### config.mk
export PLATFORM = sky130hd
export DESIGN_NAME = seq_stage_ctrl
export DESIGN_NICKNAME = d
export VERILOG_FILES = /design/src/rtl/y86_pkg.sv /design/src/rtl/mem_wait_timer.sv /design/src/rtl/seq_stage_ctrl.sv
export SDC_FILE = /design/constraint.sdc
export NUM_CORES = 1
export LEC_CHECK = 0
export BUFFER_PORTS_ARGS = -buffer_cell sky130_fd_sc_hd__buf_2
export CORE_UTILIZATION = 51
export CTS_CLUSTER_SIZE = 16
export DETAILED_ROUTE_END_ITERATION = 10
export PLACE_DENSITY = 0.75
export SYNTH_ARGS = -nofsm -noshare
export SYNTH_HDL_FRONTEND = slang
export SYNTH_SLANG_ARGS = --single-unit
### constraint.sdc
create_clock -name clk -period 2.4 [get_ports clk]
set_clock_uncertainty 0.15 [all_clocks]
set_input_delay 0.6 -clock clk [delete_from_list [all_inputs] [get_ports clk]]
set_output_delay 0.6 -clock clk [all_outputs]
set_load 0.02 [all_outputs]
### src/rtl/y86_pkg.sv
// y86_pkg -- shared constants and helpers for the SEQ Y86-64 controller.
//   icode constants (I_*), processor status codes (S_*), controller state
//   encoding (state_e), the per-stage enable bundle (en_t) and decode helpers.
package y86_pkg;

  localparam logic [3:0] I_HALT   = 4'd0;
  localparam logic [3:0] I_NOP    = 4'd1;
  localparam logic [3:0] I_RRMOVQ = 4'd2;
  localparam logic [3:0] I_IRMOVQ = 4'd3;
  localparam logic [3:0] I_RMMOVQ = 4'd4;
  localparam logic [3:0] I_MRMOVQ = 4'd5;
  localparam logic [3:0] I_OPQ    = 4'd6;
  localparam logic [3:0] I_JXX    = 4'd7;
  localparam logic [3:0] I_CALL   = 4'd8;
  localparam logic [3:0] I_RET    = 4'd9;
  localparam logic [3:0] I_PUSHQ  = 4'd10;
  localparam logic [3:0] I_POPQ   = 4'd11;

  localparam logic [2:0] S_AOK = 3'd1;
  localparam logic [2:0] S_HLT = 3'd2;
  localparam logic [2:0] S_ADR = 3'd3;
  localparam logic [2:0] S_INS = 3'd4;

  // Bit 3 only distinguishes the single-step wait from IDLE; the visible
  // stage code is the low three bits, so STEP reads back as 0.
  typedef enum logic [3:0] {
    ST_IDLE    = 4'd0,
    ST_FETCH   = 4'd1,
    ST_DECODE  = 4'd2,
    ST_EXECUTE = 4'd3,
    ST_MEMORY  = 4'd4,
    ST_WBACK   = 4'd5,
    ST_PCUPD   = 4'd6,
    ST_HALT    = 4'd7,
    ST_STEP    = 4'd8
  } state_e;

  typedef struct packed {
    logic fetch;
    logic decode;
    logic exec;
    logic set_cc;
    logic mem;
    logic wb;
    logic pc;
  } en_t;

  function automatic logic uses_mem(input logic [3:0] ic);
    return ic inside {I_RMMOVQ, I_MRMOVQ, I_CALL, I_RET, I_PUSHQ, I_POPQ};
  endfunction

  function automatic logic writes_reg(input logic [3:0] ic);
    return ic inside {I_RRMOVQ, I_IRMOVQ, I_MRMOVQ, I_OPQ,
                      I_CALL, I_RET, I_PUSHQ, I_POPQ};
  endfunction

  // Stage enables for the state being entered, so they can be registered.
  function automatic en_t stage_en(input state_e st, input logic [3:0] ic);
    en_t e;
    e = '0;
    case (st)
      ST_FETCH:   e.fetch  = 1'b1;
      ST_DECODE:  e.decode = 1'b1;
      ST_EXECUTE: begin
        e.exec   = 1'b1;
        e.set_cc = (ic == I_OPQ);
      end
      ST_MEMORY:  e.mem = uses_mem(ic);
      ST_WBACK:   e.wb  = writes_reg(ic);
      ST_PCUPD:   e.pc  = 1'b1;
      default:    ;
    endcase
    return e;
  endfunction

endpackage

### src/rtl/mem_wait_timer.sv
// mem_wait_timer -- counts MEMORY-stage cycles spent without dmem_ready.
//   clk, rst    : clock, async active-high reset
//   i_clr       : clear count (outside MEMORY)
//   i_en        : count this cycle (waiting, no ready)
//   o_timeout   : this waiting cycle brings the count to MEM_TIMEOUT
module mem_wait_timer #(
  parameter int MEM_TIMEOUT = 15
) (
  input  logic clk,
  input  logic rst,
  input  logic i_clr,
  input  logic i_en,
  output logic o_timeout
);

  localparam int W = $clog2(MEM_TIMEOUT + 1);

  logic [W-1:0] r_cnt;

  // Combinational so the FSM can leave MEMORY on the very cycle the limit
  // is reached.
  assign o_timeout = i_en && (r_cnt == W'(MEM_TIMEOUT - 1));

  always_ff @(posedge clk or posedge rst) begin
    if (rst)        r_cnt <= '0;
    else if (i_clr) r_cnt <= '0;
    else if (i_en)  r_cnt <= r_cnt + 1'b1;
  end

endmodule

### src/rtl/seq_stage_ctrl.sv
// seq_stage_ctrl -- multi-cycle stage sequencer for the SEQ Y86-64 datapath.
//   Steps FETCH, DECODE, EXECUTE, MEMORY, WBACK, PCUPD with one stage enable
//   per cycle, stretches MEMORY until dmem_ready (bounded by MEM_TIMEOUT),
//   and reports halt / invalid-instruction / address faults on o_stat.
// Ports:
//   clk, rst             clock, async active-high reset
//   i_start              leave IDLE (sampled in IDLE only)
//   i_icode              icode from fetch, captured in DECODE
//   i_imem_error         imem fault, sampled in FETCH
//   i_dmem_ready/_error  dmem handshake, sampled in MEMORY
//   i_step               resume from STEP (only with SEQ_SINGLE_STEP_EN)
//   o_*_en, o_set_cc     registered stage enables
//   o_stage, o_stat      state code, status (1 AOK 2 HLT 3 ADR 4 INS)
//   o_busy               high outside IDLE/HALT/STEP
//   o_instr_count        retired instructions, wraps
// Optional macro: SEQ_SINGLE_STEP_EN adds i_step and the STEP wait state.
module seq_stage_ctrl
  import y86_pkg::*;
#(
  parameter int MEM_TIMEOUT = 15,
  parameter int CNT_W       = 32
) (
  input  logic             clk,
  input  logic             rst,
  input  logic             i_start,
  input  logic [3:0]       i_icode,
  input  logic             i_imem_error,
  input  logic             i_dmem_ready,
  input  logic             i_dmem_error,
`ifdef SEQ_SINGLE_STEP_EN
  input  logic             i_step,
`endif
  output logic             o_fetch_en,
  output logic             o_decode_en,
  output logic             o_exec_en,
  output logic             o_set_cc,
  output logic             o_mem_en,
  output logic             o_wb_en,
  output logic             o_pc_en,
  output logic [2:0]       o_stage,
  output logic [2:0]       o_stat,
  output logic             o_busy,
  output logic [CNT_W-1:0] o_instr_count
);

  state_e           r_state, w_nxt;
  logic [3:0]       r_icode, w_icode;
  logic [2:0]       r_stat, w_stat;
  en_t              r_en;
  logic             r_busy;
  logic [CNT_W-1:0] r_cnt;
  logic             w_wait, w_timeout;

  // Capture icode on the DECODE edge; later stages use the registered copy.
  assign w_icode = (r_state == ST_DECODE) ? i_icode : r_icode;
  assign w_wait  = (r_state == ST_MEMORY) && uses_mem(r_icode) && !i_dmem_ready;

  mem_wait_timer #(.MEM_TIMEOUT(MEM_TIMEOUT)) u_timer (
    .clk       (clk),
    .rst       (rst),
    .i_clr     (r_state != ST_MEMORY),
    .i_en      (w_wait),
    .o_timeout (w_timeout)
  );

  always_comb begin
    w_nxt  = r_state;
    w_stat = r_stat;
    case (r_state)
      ST_IDLE:    if (i_start) w_nxt = ST_FETCH;
      ST_FETCH:   if (i_imem_error) begin
                    w_nxt  = ST_HALT;
                    w_stat = S_ADR;
                  end else w_nxt = ST_DECODE;
      ST_DECODE:  if (i_icode == I_HALT) begin
                    w_nxt  = ST_HALT;
                    w_stat = S_HLT;
                  end else if (i_icode > I_POPQ) begin
                    w_nxt  = ST_HALT;
                    w_stat = S_INS;
                  end else w_nxt = ST_EXECUTE;
      ST_EXECUTE: w_nxt = ST_MEMORY;
      ST_MEMORY:  if (!uses_mem(r_icode)) w_nxt = ST_WBACK;
                  else if (i_dmem_ready) begin
                    // ready beats a same-cycle timeout
                    w_nxt  = i_dmem_error ? ST_HALT : ST_WBACK;
                    w_stat = i_dmem_error ? S_ADR : r_stat;
                  end else if (w_timeout) begin
                    w_nxt  = ST_HALT;
                    w_stat = S_ADR;
                  end
      ST_WBACK:   w_nxt = ST_PCUPD;
`ifdef SEQ_SINGLE_STEP_EN
      ST_PCUPD:   w_nxt = ST_STEP;
      ST_STEP:    if (i_step) w_nxt = ST_FETCH;
`else
      ST_PCUPD:   w_nxt = ST_FETCH;
`endif
      default:    ;
    endcase
  end

  always_ff @(posedge clk or posedge rst) begin
    if (rst) begin
      r_state <= ST_IDLE;
      r_icode <= '0;
      r_stat  <= S_AOK;
      r_en    <= '0;
      r_busy  <= 1'b0;
      r_cnt   <= '0;
    end else begin
      r_state <= w_nxt;
      r_icode <= w_icode;
      r_stat  <= w_stat;
      r_en    <= stage_en(w_nxt, w_icode);
      r_busy  <= !(w_nxt inside {ST_IDLE, ST_HALT, ST_STEP});
      if (r_state == ST_PCUPD) r_cnt <= r_cnt + 1'b1;
    end
  end

  assign o_fetch_en    = r_en.fetch;
  assign o_decode_en   = r_en.decode;
  assign o_exec_en     = r_en.exec;
  assign o_set_cc      = r_en.set_cc;
  assign o_mem_en      = r_en.mem;
  assign o_wb_en       = r_en.wb;
  assign o_pc_en       = r_en.pc;
  assign o_stage       = r_state[2:0];
  assign o_stat        = r_stat;
  assign o_busy        = r_busy;
  assign o_instr_count = r_cnt;

endmodule

==> impl_metrics.py, run 1 <==
metrics = {
    "synthesis": {
        "avgSynthCellArea_um2": 10.6,
        "ys.flop_type": "dfrtp_1",
        "synth_cell_types": 46,
        "synthCells": 257,
        "synthArstFlopShare_pct": 100,
        "yosysSeqAreaShare_pct": 50.6,
        "synth_top_area_share_pct": 49.6,
        "ys_ff_latch": 55,
        "synth_edf_count": 0,
        "yosysTopAreaCell": "dfrtp_1",
        "yosysWarnings": 0,
        "netlist_area_mm2": 0.00272,
        "syn_nets": 270,
        "synth.area.top_cells": "dfrtp_1 (50%), xnor2_1 (5.5%), xor2_1 (5.5%), nor2_1 (2.9%), nand2_1 (2.2%)",
    },
    "clocking": {
        "numClockSinks": 55,
        "root_buffer": "clkbuf_8",
        "h-tree-depth": 2,
        "clk-insertion-delay-late_ns": 0.31,
        "cts_hold_buffers": 0,
        "postCtsSetupBuffers": 0,
        "clk_path_buf_depth": 2,
        "numCtsBuffers": 5,
        "cts_tree": "done",
        "clkTransAtPathRegs_ns": 0.11,
    },
    "grt": {
        "grt_pass1_vias": 1837,
        "grt_antenna_before_repair": 0,
        "grt_max_degree": 28,
        "track_usage_pct": 20.6,
        "grt_pass1_wl_mm": 8.81,
        "grt.overflow.total": 0,
    },
    "setup_path": {
        "r2r-start": "r_icode[1]",
        "worstPathMaxFanout": 4,
        "critPathKind": "register to register",
        "startpoint_type": "register",
        "reg2reg_setup_slack_ns": 0.13,
        "cp_data_required_time_ns": 2.45,
        "cp-startpoint": "r_icode[1]",
        "worstPathArrival_ns": 2.32,
        "endpoint_kind": "register",
    },
    "placed_design": {
        "place_ws_ns": 0.0457,
        "io_buffers": 55,
        "place.detailed.hpwl_mm": 3.92,
        "dp.cells": 381,
        "gp_congestion": 0.826,
    },
    "power_and_ir_drop": {
        "powerDensity_mw_per_mm2": 996,
        "power.switching_mw": 1.28,
        "p_seq_share_pct": 40.2,
        "max-vdd-ir-drop_uv": 746,
        "p_sw_share_pct": 40.0,
        "power.total_mw": 3.19,
        "combPwrFrac_pct": 42.4,
        "p_leak_nw": 1.61,
        "p_clk_share_pct": 17.4,
        "intPower_mw": 1.91,
    },
    "die": {
        "start_util_pct": 53.0,
        "io_pins": 56,
        "coreArea_mm2": 0.00514,
        "die_y_um": 75.1,
        "die_w_um": 75.1,
        "die_area_mm2": 0.00563,
        "rows": 26,
    },
    "route": {
        "vias": 2052,
        "via_per_inst": 5.28,
        "drc_errors": 0,
        "drtAntennaViolNets": 0,
        "wl_per_cell_um": 14.1,
        "first_pass_iters": 4,
        "finalWirelength_mm": 5.47,
        "initialDrtViolationCount": 98,
    },
    "sta": {
        "setup-tns-final_ns": 0,
        "period_minus_slack_ns": 2.27,
        "maxSlewViolCount": 0,
        "worst_slew_margin_rel_pct": 61.9,
        "timing.final.crit_share_pct": 94.7,
        "rsz0062_at_grt": "no",
        "fmax_mhz": 440,
        "finalSetupViolCount": 0,
        "hold_viol": 0,
        "worst_slack_ns": 0.128,
        "worst_slew_pin_slew_ns": 0.571,
    },
    "cells_and_area": {
        "fillers": 465,
        "drive_gt1_share_pct": 27.3,
        "nNetsFinal": 331,
        "antenna_cells": 0,
        "area_growth_pct": 17.5,
        "finalNonFillerCells": 389,
    },
    "job": {
        "drv_cap": 0,
    },
    "outcome": {
        "status": "finished clean",
    },
    "min_path": {
        "hold_path_class": "primary input to async pin",
    },
}
synth_stat cells (4+ instances only):
| cell | number |
|---|---|
| xor2_1 | 17 |
| a21oi_1 | 7 |
| nand4_1 | 8 |
| nand3_1 | 8 |
| dfrtp_1 | 54 |
| and3_1 | 5 |
| and4_1 | 5 |
| nand2_1 | 16 |
| nand2b_1 | 7 |
| o21ai_0 | 7 |
| inv_1 | 14 |
| and2_1 | 5 |
| clkbuf_1 | 4 |
| xnor2_1 | 17 |
| nor3_1 | 5 |
| mux2_2 | 5 |
| nor2b_1 | 5 |
| nor2_1 | 21 |
stage by stage:
| step | hold WS (ns) | util [%] | cell area, um^2 |
|---|---|---|---|
| 5_1_grt | 0.230 | 62.2 | 3200 |
| 4_1_cts | 0.206 | 62.2 | 3200 |
| 3_5_place_dp | 0.295 | 60.2 | 3100 |
| 6_report | 0.181 | 62.2 | 3200 |
| 3_3_place_gp | 0.294 | 60.2 | 3100 |
| 2_1_floorplan | 0.346 | - | 2720 |
cell type report:
| cell class | instances | area (um^2) | share of cell area, % |
|---|---|---|---|
| clock buffer | 6 | 82.6 | 2.58 |
| clock inverter | 2 | 16.3 | 0.508 |
| inverter | 14 | 52.6 | 1.64 |
| multi-input combinational | 177 | 1230 | 38.5 |
| sequential | 55 | 1380 | 43.1 |
| tap | 70 | 87.6 | 2.74 |
| timing repair buffer | 65 | 350 | 11.0 |
registers in the layout, summed over array words and instances, names as in the netlist, 3 cells and up:
name and cells:
r_state 4, r_icode 4, o_stat 3, u_timer.r_cnt 4, o_instr_count 32
cells by family (layout without fill, tap and decap cells):
| group | after synthesis | in the layout | share of synthesized area, % |
|---|---|---|---|
| compound gates | 34 | 34 | 9.51 |
| xor+xnor | 34 | 34 | 10.9 |
| fa+ha+maj | 3 | 3 | 1.38 |
| buf+inv | 25 | 87 | 4.27 |
| flops | 55 | 55 | 50.6 |
| mux | 8 | 8 | 3.17 |
| simple gates | 98 | 98 | 20.1 |
repair_timing:
item                       4_1_cts  5_1_grt
hold endpoints to repair         0        0
setup endpoints to repair        0        1
gates resized for setup          0        1
cells in the final DEF (no fill, tap or decap), types with 2 or more instances in the layout:
master    count
a21o_1        3
clkbuf_8      6
mux2_2        5
nor3_1        5
xor2_1       17
nor3b_1       3
nand4_1       8
ha_1          3
nor2b_1       5
nand3_1       8
inv_1        13
and2_1        5
and3_1        5
buf_4        10
dfrtp_1      54
mux2i_1       3
a211oi_1      3
a21oi_1       6
o22ai_1       2
nor2_1       21
o21ai_0       7
nand2_1      16
buf_2        55
and4_1        5
a32o_1        3
xnor2_1      17
nor4_1        3
nand2b_1      7
worst paths after layout:
check                                         end  cells past startpoint
worst max-delay path                    o_stat[1]                      5
worst min-delay path             u_timer.r_cnt[0]                      2
worst max register to register          o_stat[1]                      5
worst min register to register  o_instr_count[31]                      1
max in group asynchronous       o_instr_count[29]                      3
min in group clk                o_instr_count[31]                      1
per-layer routing:
layer,up-vias,GRT usage (%),part of all wire (%)
met5,-,0,0
met4,0,4.40,1.1
met3,6,4.15,4.2
met2,46,30.5,45
met1,993,31.4,50
li1,1007,-,-
power groups by stage:
stage / Combinational, mW / Clock, mW / Sequential [mW]
4_1_cts: 1.34 / 0.565 / 1.28
3_3_place_gp: 1.32 / 0 / 1.29
2_1_floorplan: 0.967 / 0 / 1.34
5_1_grt: 1.46 / 0.603 / 1.31
6_report: 1.35 / 0.554 / 1.28
3_5_place_dp: 1.32 / 0 / 1.30
critical path, stage by stage (launching register included):
cell and delay [ns]:
dfrtp_1 0.39, or3b_1 0.46, a21oi_1 0.22, a41oi_1 0.24
or3_1 0.45, a32o_1 0.25
Note: power is estimated with default switching activity, not from simulation.
==> run 2, diff against run 1 <==
==> constraint.sdc (replaced) <==
create_clock -name clk -period 2.4 [get_ports clk]
set_clock_uncertainty 0.15 [all_clocks]
set_input_delay 0.24 -clock clk [delete_from_list [all_inputs] [get_ports clk]]
set_output_delay 0.24 -clock clk [all_outputs]
set_load 0.02 [all_outputs]
==> run 2 against run 1 <==
Compared with the run above:
- clock power is 9.4% higher
- register-to-register slack better by 0.03 ns
- clock-buffer cell count is 1 higher
- die area stayed put
- via count is 0.24% lower
- setup slack better by 0.027 ns
- highest routed layer unchanged
- core utilization is 0.073 points lower
- fmax is 1.2% higher
- combinational power hardly changed
- first-iteration DRC count is 29% higher
- sequential power hardly changed
==> impl_metrics.py, run 2 (synthesis results as in run 1) <==
metrics = {
    "clocking": {
        "h-tree-depth": 2,
        "numCtsBuffers": 5,
        "cts_tree": "done",
        "numClockSinks": 55,
        "clk-insertion-delay-late_ns": 0.31,
        "postCtsSetupBuffers": 0,
        "root_buffer": "clkbuf_8",
        "clkTransAtPathRegs_ns": 0.09,
        "clk_path_buf_depth": 2,
    },
    "sta": {
        "hold_viol": 0,
        "maxSlewViolCount": 0,
        "worst_slew_pin_slew_ns": 0.673,
        "rsz0062_at_grt": "no",
        "period_minus_slack_ns": 2.25,
        "setup-tns-final_ns": 0,
        "worst_slew_margin_rel_pct": 55.1,
        "finalSetupViolCount": 0,
        "timing.final.crit_share_pct": 93.5,
        "fmax_mhz": 445,
    },
    "placed_design": {
        "place.detailed.hpwl_mm": 3.94,
        "dpl_cell_area_mm2": 0.00307,
        "dp.cells": 378,
        "io_buffers": 55,
        "gp_congestion": 0.848,
    },
    "grt": {
        "grt_pass1_vias": 1805,
        "grt_antenna_before_repair": 0,
        "grt_max_degree": 56,
        "track_usage_pct": 21.1,
        "grt_pass1_wl_mm": 8.79,
        "grt.overflow.total": 0,
    },
    "route": {
        "wl_per_cell_um": 14.2,
        "drc_errors": 0,
        "vias": 2047,
        "drtAntennaViolNets": 0,
        "initialDrtViolationCount": 126,
        "via_per_inst": 5.29,
        "finalWirelength_mm": 5.51,
        "first_pass_iters": 4,
    },
    "cells_and_area": {
        "antenna_cells": 0,
        "nNetsFinal": 329,
        "regArea_mm2": 0.00138,
        "area_growth_pct": 17.4,
        "finalNonFillerCells": 387,
        "fin_area_mm2": 0.00320,
        "drive_gt1_share_pct": 26.2,
        "final_common_cell": "buf_2",
        "mostFrequentLayoutCells": "buf_2 (55), dfrtp_1 (53), nor2_1 (21), xnor2_1 (17), xor2_1 (17)",
        "largest_reg_flops": 32,
        "utilization_pct": 62.2,
        "multi_input_area_mm2": 0.00123,
        "fillers": 454,
    },
    "die": {
        "die_w_um": 75.1,
        "die_y_um": 75.1,
        "io_pins": 56,
        "rows": 26,
        "start_util_pct": 53.0,
        "coreArea_mm2": 0.00514,
        "die_area_mm2": 0.00563,
    },
    "setup_path": {
        "startpoint_type": "register",
        "cp_data_required_time_ns": 2.45,
        "worstPathMaxFanout": 7,
        "endpoint_kind": "register",
        "critPathKind": "register to register",
        "worstPathArrival_ns": 2.29,
    },
    "power_and_ir_drop": {
        "max-vdd-ir-drop_uv": 625,
        "powerDensity_mw_per_mm2": 1010,
        "p_leak_nw": 1.60,
    },
    "job": {
        "drv_cap": 0,
    },
    "min_path": {
        "hold_path_class": "primary input to register",
    },
    "outcome": {
        "status": "finished clean",
    },
}
run 2: path summary, 6_finish.rpt:
kind,from,end,slack [ns],cells past startpoint
worst max-delay path,u_timer.r_cnt[0],o_stat[1],0.15,7
worst min-delay path,i_icode[0],r_icode[0],0.09,2
worst max register to register,u_timer.r_cnt[0],o_stat[1],0.15,7
worst min register to register,o_instr_count[31],o_instr_count[31],0.32,1
max in group asynchronous,rst,r_state[2],1.10,4
min in group asynchronous,rst,o_instr_count[12],0.52,4
run 2: cell type report:
class | instances | area share, %
Tap cell | 70 | 2.74
Inverter | 14 | 1.64
Sequential cell | 55 | 43.1
Clock inverter | 1 | 0.940
Multi-Input combinational cell | 177 | 38.6
Clock buffer | 7 | 2.39
Timing Repair Buffer | 63 | 10.6
run 2: timing repair:
item | CTS | global route
resized for setup | 0 | 2
setup endpoints to repair | 0 | 8
hold buffers | 1 | 0
endpoints found under the hold margin | 50 | 0
run 2: power by group:
group          internal (mW)  switching, mW  leakage [nW]
Combinational          0.570          0.790         0.817
Clock                  0.313          0.293        0.0524
Sequential              1.10          0.172         0.731
Total                   1.99           1.25          1.60
run 2: critical path, stage by stage, from the launching register on:
cell	delay, ns
dfrtp_1	0.42
inv_1	0.06
ha_1	0.21
a311o_1	0.26
a21oi_1	0.21
o22ai_4	0.14
or3_1	0.44
a32o_1	0.25
run 2: layer usage:
layer,track usage (%),part of all wire (%),up-vias
met1,30.3,49,986
met2,31.7,46,48
met5,0,0,-
met3,5.35,4.2,9
met4,5.87,1.5,0
li1,-,-,1004
run 2: metrics by stage:
step / hold slack, ns / power, mW / setup WS, ns
after global routing: 0.112 / 3.44 / 0.0495
after floorplan: 0.283 / 2.30 / 0.245
final: 0.0928 / 3.24 / 0.155
after global placement: 0.305 / 2.60 / 0.141
after CTS: 0.0866 / 3.24 / 0.0686
after detailed placement: 0.311 / 2.63 / 0.104
